`src/rtl/if_stage.sv`:
```
// Instruction-fetch stage: owns the PC, drives the instruction-memory address and
// registers the fetched word into IF/ID under reset > redirect > stall > wait priority.
module if_stage #(
  parameter logic [31:0] RESET_PC = 32'h0000_0000,
  parameter logic [31:0] NOP_INST = 32'h0000_0013
) (
  input  logic        clk,
  input  logic        rst,
  output logic [31:0] PC_out,
  input  logic [31:0] inst_in,
  input  logic        imem_ready,
  input  logic        stall,
  input  logic        redirect,
  input  logic [31:0] redirect_pc,
  output logic        IF_ID_valid,
  output logic [31:0] IF_ID_PC,
  output logic [31:0] IF_ID_Inst,
  output logic [31:0] fetch_cnt
);

  logic [31:0] pc_q, pc_d;
  logic        valid_q, valid_d;
  logic [31:0] id_pc_q, id_pc_d;
  logic [31:0] inst_q, inst_d;
  logic [31:0] cnt_q, cnt_d;

  // Reset is handled in the register process; this block only encodes the
  // redirect > stall > wait > normal priority.
  always_comb begin
    pc_d    = pc_q;
    valid_d = valid_q;
    id_pc_d = id_pc_q;
    inst_d  = inst_q;
    cnt_d   = cnt_q;
    if (redirect) begin
      pc_d    = {redirect_pc[31:2], 2'b00};
      valid_d = 1'b0;
      id_pc_d = 32'h0000_0000;
      inst_d  = NOP_INST;
    end else if (stall) begin
      // Hold everything; imem_ready is irrelevant while decode is stalled.
    end else if (!imem_ready) begin
      valid_d = 1'b0;
      id_pc_d = 32'h0000_0000;
      inst_d  = NOP_INST;
    end else begin
      pc_d    = pc_q + 32'd4;
      valid_d = 1'b1;
      id_pc_d = pc_q;
      inst_d  = inst_in;
      cnt_d   = cnt_q + 32'd1;
    end
  end

  always_ff @(posedge clk) begin
    if (rst) begin
      pc_q    <= RESET_PC;
      valid_q <= 1'b0;
      id_pc_q <= 32'h0000_0000;
      inst_q  <= NOP_INST;
      cnt_q   <= 32'h0000_0000;
    end else begin
      pc_q    <= pc_d;
      valid_q <= valid_d;
      id_pc_q <= id_pc_d;
      inst_q  <= inst_d;
      cnt_q   <= cnt_d;
    end
  end

  assign PC_out      = pc_q;
  assign IF_ID_valid = valid_q;
  assign IF_ID_PC    = id_pc_q;
  assign IF_ID_Inst  = inst_q;
  assign fetch_cnt   = cnt_q;

endmodule

```
`config.mk`:
```
export PLATFORM = sky130hd
export DESIGN_NAME = if_stage
export DESIGN_NICKNAME = d
export VERILOG_FILES = /design/src/rtl/if_stage.sv
export SDC_FILE = /design/constraint.sdc
export NUM_CORES = 1
export LEC_CHECK = 0
export BUFFER_PORTS_ARGS = -buffer_cell sky130_fd_sc_hd__buf_2
export CORE_MARGIN = 2
export CORE_UTILIZATION = 40
export DETAILED_ROUTE_END_ITERATION = 10
export PLACE_DENSITY_LB_ADDON = 0.25
export SLEW_MARGIN = 10
export SYNTH_ARGS = -nofsm -noshare
export SYNTH_HDL_FRONTEND = slang
export SYNTH_SLANG_ARGS = --single-unit
```
`constraint.sdc`:
```
create_clock -name clk -period 3.56 [get_ports clk]
set_input_delay 0.712 -clock clk [delete_from_list [all_inputs] [get_ports clk]]
set_output_delay 0.712 -clock clk [all_outputs]
set_load 0.1 [all_outputs]
```
* After elaboration in Yosys (flattened, before gate mapping)
Cells that the tools add are included.
Widths: inputs -> output; s select.
** Word-level totals
- Bits in registers :: 129
- Input bits :: 69
- Output and inout bits :: 129
- Logic and storage cells :: 22
** Operators by class
- Muxes and demuxes :: 6
- Bitwise operators :: 2
- Reduce and logical (&&, ||, !) cells :: 5
- Add/subtract/negate cells :: 2
- Equality and inequality tests :: 1
** Operators by type and width (number)
- $mux 32 :: 5
- $add 32x1->32 const B :: 1
- $add 32x3->32 const B :: 1
- $reduce_and 2->1 :: 2
- $reduce_and 3->1 :: 1
- $ne 2x1->1 const B :: 1
- $not 1->1 :: 2
- $reduce_bool 2->1 :: 1
- $reduce_or 2->1 :: 1
- $mux 1 :: 1

* Logic depth before layout (Yosys ltp)
- Depth in word-level cells :: 4
- Mapped depth :: 6
- Mapped depth without buffers :: 5

* Least setup slack after synthesis
No wires, ideal clock.
- Path kind :: register to register
- From :: register cnt_q[0] (netlist: fetch_cnt[0])
- To :: register cnt_q[24] (netlist: fetch_cnt[24])
- Stages on the path, launching flop included :: 7
- Data arrival time :: 2595 ps
- Setup time :: 70 ps
- Period minus slack after synthesis :: 2665 ps
- Slack :: 895 ps
- Path through :: dfxtp_1 -> ha_1 -> nand2_1 -> or4_1 -> buf_2 -> or4_1 -> a21oi_1
** On the way
- Longest elaborated chain between the ends :: 1
** RTL lines
- start, declared :: RTL line 25 : logic [31:0] cnt_q, cnt_d;
- start signal, assigned :: RTL line 67 : cnt_q <= cnt_d;
- $add 32x1->32 :: RTL line 51 : cnt_d = cnt_q + 32'd1;
No other way between the ends.
A chain may end at the register's enable or synchronous reset.

* Final worst setup path
- From :: register pc_q[7] (netlist: PC_out[7])
- To :: register pc_q[13] (netlist: PC_out[13])
** On the way
- Longest elaborated chain between the ends :: 4
** RTL lines
- start, declared :: RTL line 21 : logic [31:0] pc_q, pc_d;
- start signal, assigned :: RTL line 63 : pc_q <= pc_d;
- $add 32x3->32 :: RTL line 47 : pc_d = pc_q + 32'd4;
- $mux 32 :: RTL line 42 : end else if (!imem_ready) begin
- $mux 32 :: RTL line 40 : end else if (stall) begin
- $mux 32 :: RTL line 35 : if (redirect) begin
No other way between the ends. The select of a mux whose other input is x is not followed.

==> results.sh <==
export IMPL_ctsHoldBuffers=0
export IMPL_dp_cells=954
export IMPL_end_kind="flop"
export IMPL_avgSynthCellArea_um2=8.700
export IMPL_gp_congestion=0.8506
export IMPL_cts_resized=0
export IMPL_worstPathRequired_ps=3830
export IMPL_grt_use_total_pct=21.41
export IMPL_clkSinkCount=125
export IMPL_io_pins=198
export IMPL_drc=0
export IMPL_path_max_fanout=7
export IMPL_netlist_area_leader_share_pct=45.95
export IMPL_placed_cell_area_um2=6482
export IMPL_worst_hold_slack_ps=455.7
export IMPL_finalCritPeriodShare_pct=65.50
export IMPL_status="finished clean"
export IMPL_powerDensity_nw_per_um2=521.4
export IMPL_synth_edf_count=0
export IMPL_hold_viol=0
export IMPL_slew_headroom_pct=46.10
export IMPL_rows=42
export IMPL_ir_drop_uv=266.0
export IMPL_cts_tree="yes"
export IMPL_fillers=1240
export IMPL_routed_wl_um=15770
export IMPL_finalSetupViolCount=0
export IMPL_clk_path_buf_depth=2
export IMPL_avgViaCountPerCell=5.638
export IMPL_worstSkewPairLatency_ps=410
export IMPL_area_growth_pct=29.80
export IMPL_synth_seq_area_share_pct=45.95
export IMPL_r2r_setup_slack_ps=1230
export IMPL_via_count=5559
export IMPL_drtIter0Drc=293
export IMPL_port_buffers=191
export IMPL_crit_arrival_ps=2610
export IMPL_final_max_slew_viol_count=0
export IMPL_dr_pass1_iters=5
export IMPL_rsz0062_at_grt="no"
export IMPL_yosys_warnings=0
export IMPL_synth_flop_cell="dfxtp_1"
export IMPL_grt_ovfl_total=0
export IMPL_timing_max_cap_violations=0
export IMPL_synth_area_top_cells="dfxtp_1, a22oi_1, nor2_1"
export IMPL_wl_per_cell_um=16.00
export IMPL_core_area_um2=13300
export IMPL_cts_made_buffers=17
export IMPL_ant_nets=0
export IMPL_p_leak_nw=2.892
export IMPL_crit_path_start_kind="flop"
export IMPL_stdcell_count=986
export IMPL_critPathSlowestCell="nor4_2"
export IMPL_postSynthCellCount=626
export IMPL_synth_top_cell_by_area="dfxtp_1"
export IMPL_finClkSkew_ps=10.83
export IMPL_synth_area_um2=5446
export IMPL_ys_ff_latch=125
export IMPL_async_flop_share_pct=0
export IMPL_die_w_um=120.7
export IMPL_synth_cell_type_count=45
export IMPL_cts_root_buf="clkbuf_16"
export IMPL_path_cells="nand4_1 -> nor4_2 -> a211oi_1 -> a2111oi_0"
export IMPL_die_area_um2=14570
export IMPL_multi_input_area_um2=2706
export IMPL_min_path_type="reg -> reg"
export IMPL_tns_ps=0
export IMPL_fin_area_um2=7069
export IMPL_grt_pass1_vias=5122
export IMPL_critical_path_class="reg -> reg"
export IMPL_fmax_mhz=428.8
export IMPL_antenna_cells=0
export IMPL_antenna_found_initial=0
export IMPL_fp_dieH_um=120.7
export IMPL_cts_reportedPaths_clkPinSlew_ps=50
export IMPL_dpl_hpwl_um=11020
export IMPL_initial_utilization_pct=40.97
export IMPL_seqCellArea_um2=2502
export IMPL_post_cts_setup_buffer_count=0
export IMPL_layout_drive_gt1_share_pct=28.64
export IMPL_grt_max_degree=64
export IMPL_worst_pin_slew_ps=801.8
export IMPL_fin_crit_ps=2332
export IMPL_finish_net_count=868
export IMPL_grt_pass1_wl_um=25050
export IMPL_htree_levels=4
export IMPL_cp_slowest_stage_delay_ps=810
==> final timing paths <==
path,startpoint,end,depth (start not counted)
setup reg to reg,PC_out[7],PC_out[13],4
setup / recovery,PC_out[7],PC_out[13],4
hold reg to reg,IF_ID_valid,IF_ID_valid,2
hold / removal,IF_ID_valid,IF_ID_valid,2
==> final cells by class <==
class | count | share of cell area, %
flip-flops and latches | 125 | 35.40
multi-input cells | 442 | 38.28
repair buffers | 197 | 14.16
clock inverters | 4 | 0.7080
clock buffers | 28 | 7.593
well taps | 176 | 3.115
inverters | 14 | 0.7434
==> layout by cell type (no fill, tap or decap), drive strengths merged, types with 14 or more instances in the layout <==
cell	count
nand4	18
a21oi	26
inv	14
o31ai	22
nand3	26
buf	197
clkbuf	28
dfxtp	125
nor2	94
or4	23
a22oi	59
nand2	37
==> cell families (layout without fill, tap and decap cells) <==
kind of cell | count (synthesis) | in the layout | synth area share (%)
adders and majority gates | 2 | 2 | 0.4594
buffers and inverters | 62 | 243 | 4.709
other | 1 | 4 | 0.06885
xor gates and xnor gates | 21 | 21 | 3.377
AOI/OAI and AO/OA | 156 | 156 | 20.33
and+or+nand+nor | 259 | 259 | 25.11
DFF | 125 | 125 | 45.95
==> worst max-delay path, delay by kind of cell, from the launching register on <==
kind / cells / cell delay, ps
compound gates: 2 / 580
simple gates: 2 / 1140
flops: 1 / 460
==> metal layers <==
metal	vias up	track usage [%]	wire (um)
met1	2668	26.69	6749
li1	2687	-	-
met2	184	35.45	7725
met5	-	0	0
met4	0	6.323	233
met3	20	6.745	1066
==> where the power goes <==
group	internal, W	switching (W)
logic	0.000102	0.000416
clock network	0.00109	0.000587
registers	0.00144	0.0000514
total	0.00263	0.00106
==> sequential cells by signal, summed over array words and instances (netlist names) <==
| register | count |
|---|---|
| IF_ID_Inst | 32 |
| IF_ID_PC | 30 |
| IF_ID_valid | 1 |
| PC_out | 30 |
| fetch_cnt | 32 |
==> stage by stage <==
stage | worst slack (ps) | util [%] | total power [W]
after floorplan | 894.5 | - | 0.001920
after CTS | 1218 | 53.17 | 0.003717
after global routing | 1073 | 53.17 | 0.003818
after global placement | 975.6 | 48.76 | 0.002029
final | 1228 | 53.17 | 0.003686
after detailed placement | 912.5 | 48.76 | 0.002036
==> synthesized netlist by cell type (2+ instances only) <==
cell	count
buf_4	4
and4_1	13
nor4_1	5
nor4b_1	3
o22ai_1	3
o21ai_0	8
a32oi_1	2
or4_1	23
o31ai_1	22
a21oi_1	26
nor2_1	94
dfxtp_1	125
nor3b_1	2
and2_1	3
nor3_1	10
a2111oi_0	6
clkbuf_1	35
a211oi_1	13
xor2_1	11
nand3_1	26
or3_1	8
a311oi_1	11
buf_2	7
nand2_1	37
a21o_1	3
and3_1	5
inv_1	14
xnor2_1	10
nor2b_1	3
ha_1	2
nand4_1	18
buf_1	2
a22oi_1	59
nor4_2	2
Note: power is estimated with default switching activity, not from simulation.
